### config.mk
export PLATFORM = sky130hd
export DESIGN_NAME = mem_responder_flat
export DESIGN_NICKNAME = d
export VERILOG_FILES = /design/src/rtl/mem_responder_pkg.sv /design/src/rtl/mem_responder_if.sv /design/src/rtl/mem_responder_mem_array.sv /design/src/rtl/mem_responder.sv /design/src/flat_wrapper.sv
export SDC_FILE = /design/constraint.sdc
export NUM_CORES = 2
export LEC_CHECK = 0
export ABC_AREA = 1
export ABC_CLOCK_PERIOD_IN_PS = 5200
export BUFFER_PORTS_ARGS = -buffer_cell sky130_fd_sc_hd__buf_2
export CAP_MARGIN = 20
export CORE_MARGIN = 4
export CORE_UTILIZATION = 40
export CTS_CLUSTER_DIAMETER = 60
export DETAILED_ROUTE_END_ITERATION = 12
export MAX_ROUTING_LAYER = met4
export PLACE_DENSITY = 0.51
export SYNTH_ARGS = -nofsm -noshare
export SYNTH_HDL_FRONTEND = slang
export SYNTH_SLANG_ARGS = --single-unit
### constraint.sdc
create_clock -name clk -period 5.2 [get_ports clk]
set_input_delay 1.04 -clock clk [delete_from_list [all_inputs] [get_ports clk]]
set_output_delay 1.04 -clock clk [all_outputs]
set_load 0.03 [all_outputs]
### src/rtl/mem_responder_pkg.sv
// Shared types and constants for the memory responder slice.
// Optional feature macro used across the slice: MEM_BOUNDS_EN.
package mem_responder_pkg;

  typedef enum logic [1:0] {
    IDLE = 2'd0,
    WAIT = 2'd1,
    DONE = 2'd2
  } state_t;

  localparam logic RW_READ  = 1'b1;
  localparam logic RW_WRITE = 1'b0;

  // Index width for a store of the given depth (at least one bit).
  function automatic int unsigned idx_width(input int unsigned depth);
    return (depth > 1) ? $clog2(depth) : 1;
  endfunction

endpackage

### src/rtl/mem_responder_if.sv
// memEN/RW/MFC bus between the fetch/execute initiator and the responder.
// The err line exists only when MEM_BOUNDS_EN is defined.
interface mem_responder_if #(
  parameter int unsigned ADDR_W = 8,
  parameter int unsigned DATA_W = 16
);
  logic              memEN;
  logic              RW;
  logic [ADDR_W-1:0] addr;
  logic [DATA_W-1:0] data_in;
  logic [DATA_W-1:0] data_out;
  logic              MFC;
`ifdef MEM_BOUNDS_EN
  logic              err;
`endif

  modport master (
    output memEN, RW, addr, data_in,
    input  data_out, MFC
`ifdef MEM_BOUNDS_EN
    , input err
`endif
  );

  modport slave (
    input  memEN, RW, addr, data_in,
    output data_out, MFC
`ifdef MEM_BOUNDS_EN
    , output err
`endif
  );
endinterface

### src/rtl/mem_responder_mem_array.sv
// Single-port word store: synchronous write, registered read.
// Contents have no reset; only the read register is cleared by rst.
// rclr forces the read register to zero (used for out-of-range reads
// when MEM_BOUNDS_EN is defined).
module mem_array
  import mem_responder_pkg::*;
#(
  parameter int unsigned DEPTH  = 256,
  parameter int unsigned DATA_W = 16,
  parameter int unsigned AW     = idx_width(DEPTH)
) (
  input  logic              clk,
  input  logic              rst,
  input  logic              we,
  input  logic              re,
  input  logic              rclr,
  input  logic [AW-1:0]     addr,
  input  logic [DATA_W-1:0] wdata,
  output logic [DATA_W-1:0] rdata
);

  logic [DATA_W-1:0] mem [DEPTH];

  // Storage write; deliberately not reset so contents survive rst.
  always_ff @(posedge clk) begin
    if (we) mem[addr] <= wdata;
  end

  // Registered read port; holds its value until the next read or clear.
  always_ff @(posedge clk or negedge rst) begin
    if (!rst)      rdata <= '0;
    else if (rclr) rdata <= '0;
    else if (re)   rdata <= mem[addr];
  end

endmodule

### src/rtl/mem_responder.sv
// Memory-side responder for the memEN/RW/MFC four-phase handshake.
// One access per memEN assertion, committed after WAIT_CYCLES edges.
// MEM_BOUNDS_EN: enables the err output and out-of-range suppression,
// allowing non-power-of-2 DEPTH; otherwise the address wraps.
module mem_responder
  import mem_responder_pkg::*;
#(
  parameter int unsigned ADDR_W      = 8,
  parameter int unsigned DATA_W      = 16,
  parameter int unsigned DEPTH       = 256,
  parameter int unsigned WAIT_CYCLES = 2
) (
  input logic             clk,
  input logic             rst,
  mem_responder_if.slave  bus
);

  localparam int unsigned AW  = idx_width(DEPTH);
  localparam int unsigned WCW = (WAIT_CYCLES > 1) ? $clog2(WAIT_CYCLES) : 1;
  localparam logic [WCW-1:0] WC_LOAD = WCW'(WAIT_CYCLES - 1);

  state_t           state, state_d;
  logic [WCW-1:0]   cnt, cnt_d;
  logic             mfc, mfc_d;
  logic             we, re, rclr;
  logic             in_range;
  logic [AW-1:0]    idx;
  logic [DATA_W-1:0] rdata;

  assign idx = bus.addr[AW-1:0];

`ifdef MEM_BOUNDS_EN
  localparam logic [ADDR_W:0] DEPTH_C = (ADDR_W + 1)'(DEPTH);
  logic err, err_d;
  assign in_range = ({1'b0, bus.addr} < DEPTH_C);
  assign bus.err  = err;
`else
  assign in_range = 1'b1;
`endif

  // FSM, wait counter and MFC registers.
  always_ff @(posedge clk or negedge rst) begin
    if (!rst) begin
      state <= IDLE;
      cnt   <= '0;
      mfc   <= 1'b0;
    end else begin
      state <= state_d;
      cnt   <= cnt_d;
      mfc   <= mfc_d;
    end
  end

`ifdef MEM_BOUNDS_EN
  // Error flag register; rises and falls together with MFC.
  always_ff @(posedge clk or negedge rst) begin
    if (!rst) err <= 1'b0;
    else      err <= err_d;
  end
`endif

  // Next-state, counter and commit decode.
  always_comb begin
    state_d = state;
    cnt_d   = cnt;
    mfc_d   = mfc;
    we      = 1'b0;
    re      = 1'b0;
    rclr    = 1'b0;
`ifdef MEM_BOUNDS_EN
    err_d   = err;
`endif
    case (state)
      IDLE: begin
        if (bus.memEN) begin
          state_d = WAIT;
          cnt_d   = WC_LOAD;
        end
      end
      WAIT: begin
        if (!bus.memEN) begin
          state_d = IDLE;
        end else if (cnt != '0) begin
          cnt_d = cnt - WCW'(1);
        end else begin
          state_d = DONE;
          mfc_d   = 1'b1;
          if (bus.RW == RW_READ) begin
            re   = in_range;
            rclr = !in_range;
          end else begin
            we   = in_range;
          end
`ifdef MEM_BOUNDS_EN
          err_d = !in_range;
`endif
        end
      end
      DONE: begin
        // A new request is only accepted after memEN has been seen low.
        if (!bus.memEN) begin
          state_d = IDLE;
          mfc_d   = 1'b0;
`ifdef MEM_BOUNDS_EN
          err_d   = 1'b0;
`endif
        end
      end
      default: state_d = IDLE;
    endcase
  end

  assign bus.MFC      = mfc;
  assign bus.data_out = rdata;

  mem_array #(
    .DEPTH  (DEPTH),
    .DATA_W (DATA_W),
    .AW     (AW)
  ) u_array (
    .clk   (clk),
    .rst   (rst),
    .we    (we),
    .re    (re),
    .rclr  (rclr),
    .addr  (idx),
    .wdata (bus.data_in),
    .rdata (rdata)
  );

endmodule
### src/flat_wrapper.sv
// flat-port wrapper written by rule: the top's interface ports become plain ports
module mem_responder_flat import mem_responder_pkg::*;
#(
  parameter int unsigned ADDR_W      = 8,
  parameter int unsigned DATA_W      = 16,
  parameter int unsigned DEPTH       = 256,
  parameter int unsigned WAIT_CYCLES = 2
)
  (clk, rst, bus_memEN, bus_RW, bus_addr, bus_data_in, bus_data_out, bus_MFC);
  mem_responder_if #(.ADDR_W(ADDR_W), .DATA_W(DATA_W)) bus_i ();
  input logic clk;
  input logic rst;
  input wire logic [$bits(bus_i.memEN)-1:0] bus_memEN;
  input wire logic [$bits(bus_i.RW)-1:0] bus_RW;
  input wire logic [$bits(bus_i.addr)-1:0] bus_addr;
  input wire logic [$bits(bus_i.data_in)-1:0] bus_data_in;
  output wire logic [$bits(bus_i.data_out)-1:0] bus_data_out;
  output wire logic [$bits(bus_i.MFC)-1:0] bus_MFC;
  assign bus_i.memEN = bus_memEN;
  assign bus_i.RW = bus_RW;
  assign bus_i.addr = bus_addr;
  assign bus_i.data_in = bus_data_in;
  assign bus_data_out = bus_i.data_out;
  assign bus_MFC = bus_i.MFC;
  mem_responder #(.ADDR_W(ADDR_W), .DATA_W(DATA_W), .DEPTH(DEPTH), .WAIT_CYCLES(WAIT_CYCLES)) u_core (.clk(clk), .rst(rst), .bus(bus_i));
endmodule
Word-level counts from Yosys, hierarchy flattened
Memory sizes are Yosys's and may differ from the RTL's. A register that Yosys moved wholly into a read port is not among the register bits.
Cells that the tools add are included.

cells by class
  add/subtract/negate cells = 1
  reduce and logical (&&, ||, !) cells = 7
  multiplexer cells = 23
  equal/unequal tests = 7

operators with widths
  operator                                                          count
  1-bit 2-to-1 mux                                                  16
  2-bit 2-to-1 mux                                                  4
  2-bit inequality test (second input constant)                     4
  2-bit case mux with 3 select lines                                1
  3-bit AND reduction                                               2
  1-bit case mux with 2 select lines                                2
  4-bit AND reduction                                               1
  2-bit nonzero test                                                2
  3-bit inequality test (second input constant)                     1
  2-bit by 1-bit == test with 1-bit output (second input constant)  1
  2-bit == test (second input constant)                             1
  2-bit logical NOT                                                 1
  1-bit logical NOT                                                 1
  1-bit subtractor (second input constant)                          1

storage, ports and cells
  memories = 1
  logic and storage cells = 42
  output and inout port bits = 17
  flip-flop bits (word level) = 4
  RAM bits = 4096
  input bits = 28

memory list
  memory              depth  bits a word  rd ports  clocked after memory_dff  wr ports  RTL line                       text
  u_core.u_array.mem  256    16           1         1                         1         mem_responder_mem_array.sv:22  logic [DATA_W-1:0] mem [DEPTH];

Longest topological paths before layout
  depth after elaboration = 6
  mapped depth = 19

Modules after synthesis
From an unflattened synthesis, not the netlist that was laid out.

second synthesis, totals
  cells, all modules = 15750
  area, all modules = 168730.6 um^2

modules (own cells, without submodules)
  module         area an instance (um^2)  instances  cells an instance
  mem_array      168550.4                 1          15728
  mem_responder  180.2                    1          22

Least setup slack after synthesis
No wires, ideal clock.

  kind = input -> register
  from = input port bus_addr[1]
  to = memory u_core.u_array.mem[100][0], enable pin
  path slack = 1.747 ns
  arrival = 3.065 ns
  data required time = 4.812 ns
  library setup time = 0.388 ns
  buffers on the path = 5
  stages = 8
  cells stage by stage = buf_6 buf_4 buf_2 buf_2 nor3_1 nand2_1 buf_2 nor2_1

RTL lines
  item         RTL line                       text
  from (decl)  flat_wrapper.sv:15             input wire logic [$bits(bus_i.addr)-1:0] bus_addr;
  to (decl)    mem_responder_mem_array.sv:22

No word-level cell before the write port.

==> results.md <==
* Clk buf depth at 4
* Leak at ~73 nW
* Register Area at 123500 um^2
* Area of the multi-input gates at just under 40000 um^2
* Layout area overhead at 14.71%
* Fin crit share at 75.15%
* Met2 WL post-DR at between 200000 and 250000 um
* Drt drc at 0
* CTS tree: done
* Slowest stage cell, crit path: nor2_1
* First-pass GRT wire length at about 760000 um
* Required time of the worst setup path at slightly above 6 ns
* Final TNS setup at 0 ns
* CTS sink cnt at 4116
* Met1 WL at 235300 um
* Layout cells sized above 1 at 8.746%
* # hold bufs at CTS at 0
* Drt total wl at around 530000 um
* CP max FO at 69
* Die Height at between 600 and 700 um
* Worst vdd ir at approximately 290 uV
* Largest net degree at the start of global routing at 136
* Via count at between 100k and 150k
* HPWL after DPL at roughly 310000 um
* Fin area at approximately 190000 um^2
* Leading area contributor after synthesis: edfxtp_1
* Core box area at 414000 um^2
* Root Driver: clkbuf_16
* Clock skew at approximately 0.05 ns
* Max incr delay on CP at a little over 0.7 ns
* RSZ-0062 raised after global routing: false
* Drt wl/cell at roughly 25 um
* Critical-path cell list: buf_12 > clkinv_16 > buf_4 > nand2_1 > nand2_1 > nand2_1 > nand2_1 > nand2_1 > nand2_1 > nor2_1 > nor2_1 > nor2_1 > nand2_1 > nand2_1 > nand3_1 > nor2_1 > nor2_1
* Ys Warns at 0
* Max Used Layer: met4
* Final Max Tran Viols at 0
* Total grt overflow at 0
* Post-Syn Nets at around 15000
* # nets final at ~15000
* Max Freq at between 200 and 300 MHz
* Number of global-route vias before repair at 103500
* Fin Hold WS at roughly 0.23 ns
* Core Rows at about 240
* Placed inst area at 176700 um^2
* Share of the synthesized area in the top cell type at approximately three quarters
* Netlist cell types at 25
* Via-to-Cell Ratio at 5.218
* Met3 wire length at 35090 um
* Critical Path Most Common Cell: nand2_1
* WS Path Type: primary input to register
* Fin crit period at 3.908 ns
* GP Congestion at approximately 0.87
* Arr. time, crit path at between 4 and 5 ns
* Die X at 653.1 um
* Final setup vio count at 0
* Crit Reg-Reg Startpoint: u_core.state[1]
* Postcts setup bufs at 0
* CP Buf/Inv Count at 3
* Synth Register Bits at 4116
* Post-Syn Area at between 150000 and 200000 um^2
* Synth area leaders: edfxtp_1, nand2_1, nand3_1, nor2_1, buf_2
* Register area share after synthesis at between 70% and 80%
* Drt pass-1 iters at 6
* Relative slew slack at a little over a quarter
* Worst r2r path cells at 8
* Clock Latency Late Sink at 1.00 ns
* Die area at 426500 um^2
* Reg-to-reg endpoint: u_core.u_array.mem[92][3]
* Cell count after synthesis at ~15000
* Critical path depth at 17
* Final ANT Viol Nets at 0
* CTS resizes at 0
* Total power at 72.47 mW
* Syn avg cell area at approximately 11 um^2
* Status: completed
* Kind of cell adding the most delay to the critical path: simple AND/OR/NAND/NOR gates
* CP Capture Type: register
* Min-delay worst type: primary input to async pin
* Actual slew at the worst max-slew pin at roughly 1.1 ns
* Quantity of I/O buffers inserted on ports at 44
* Reg clk slew, reported paths at about 0.06 ns
* TritonCTS buffer count at between 400 and 500
* Startpoint Class: primary input
* Pwr Density at between 300 and 400 nW/um^2
* Initial antenna violation count at 18
* Max cap viols at 0
* Initial Util at between 40% and 50%
* Fill cell count at between 30000 and 40000
* Reg2reg setup slack at about 1.4 ns
* Final hold vios at 0
* Ports at between 40 and 50
* Overall Global Routing Usage at 25.08%
* 1st-iter DRT viols at around 12000
* Htree depth at 5
[how the worst max path moves through the flow]
| stage | startpoint | endpoint | slack, ns |
|---|---|---|---|
| 3_5_place_dp | bus_addr[0] | u_core.u_array.mem[213][1] | 0.30 |
| 6_report | bus_addr[0] | u_core.u_array.rdata[1] | 1.29 |
| 5_1_grt | u_core.state[1] | u_core.u_array.mem[92][7] | 1.16 |
| 2_1_floorplan | bus_addr[1] | u_core.u_array.mem[100][0] | 1.75 |
| 4_1_cts | u_core.state[1] | u_core.u_array.mem[92][7] | 1.34 |
| 3_3_place_gp | bus_addr[0] | u_core.u_array.mem[37][1] | 0.30 |
[cell families (layout without fill, tap and decap cells)]
group,after synthesis,after routing,share of synthesized area (%)
other,0,8,0
flip-flops,4116,4116,74.19
buffers and inverters,833,1554,2.254
AND/OR/NAND/NOR,9648,9648,22.75
AO/OA/AOI/OAI,266,266,0.8013
[worst register-to-register path, delay by kind of cell, from the launching register on]
family                 cells  cell delay [ns]
DFF                        1             0.39
buffers and inverters      2             0.38
and+or+nand+nor            6             2.78
[routing by layer]
layer	vias to the layer above	track usage, %
met5	-	-
met4	0	6.722
met3	673	3.179
met2	3691	38.56
met1	54780	35.32
li1	50780	-
[final cells by class]
cell class,count,share of cell area [%]
timing repair buffer,698,3.563
sequential,4116,64.68
antenna,8,0.01048
tap,5474,3.587
inverter,26,0.07732
multi-input combinational,9914,20.62
clock inverter,275,1.246
clock buffer,555,6.220
[Yosys cell counts (all sizes together)]
library cell,count
buf,489
nor3,4
inv,23
o21ai,139
edfxtp,4096
clkinv,3
a21oi,126
nor2,925
nand2,7719
o31ai,1
dfrtp,20
nand4,285
nand3,715
clkbuf,318
[registers in the layout, indices dropped and copies added, names as in the netlist]
name	flops
u_core.state	2
u_core.cnt	1
u_core.bus.MFC	1
u_core.u_array.rdata	16
u_core.u_array.mem	4096
[per-stage QoR]
step	instances	setup WS (ns)	utilization, %
floorplan	14860	1.747	-
global placement	20230	0.3007	42.67
detailed placement	20230	0.3033	42.67
CTS	21060	1.341	46.12
global route	21060	1.162	46.12
finish	21070	1.292	46.12
[placed cells by master, fill, tap and decap left out, types with 20 or more instances in the layout]
cell type  instances
edfxtp_1        4096
o21ai_0          111
buf_4            535
buf_2             26
nor2_1           912
buf_12           120
nand3_1          715
clkbuf_1          94
clkinv_1         110
bufinv_16         34
nand4_1          285
dfrtp_1           20
o21ai_1           28
a21oi_1          126
clkbuf_16        460
nand2_1         7701
clkinv_2          86
inv_1             20
[power by group]
part / total, mW / switching [mW] / internal, mW
sequential: 36.8 / 0.237 / 36.6
clock: 31.2 / 13.3 / 17.9
combinational: 4.48 / 3.46 / 1.02
Power figures use the tool's default switching activity.
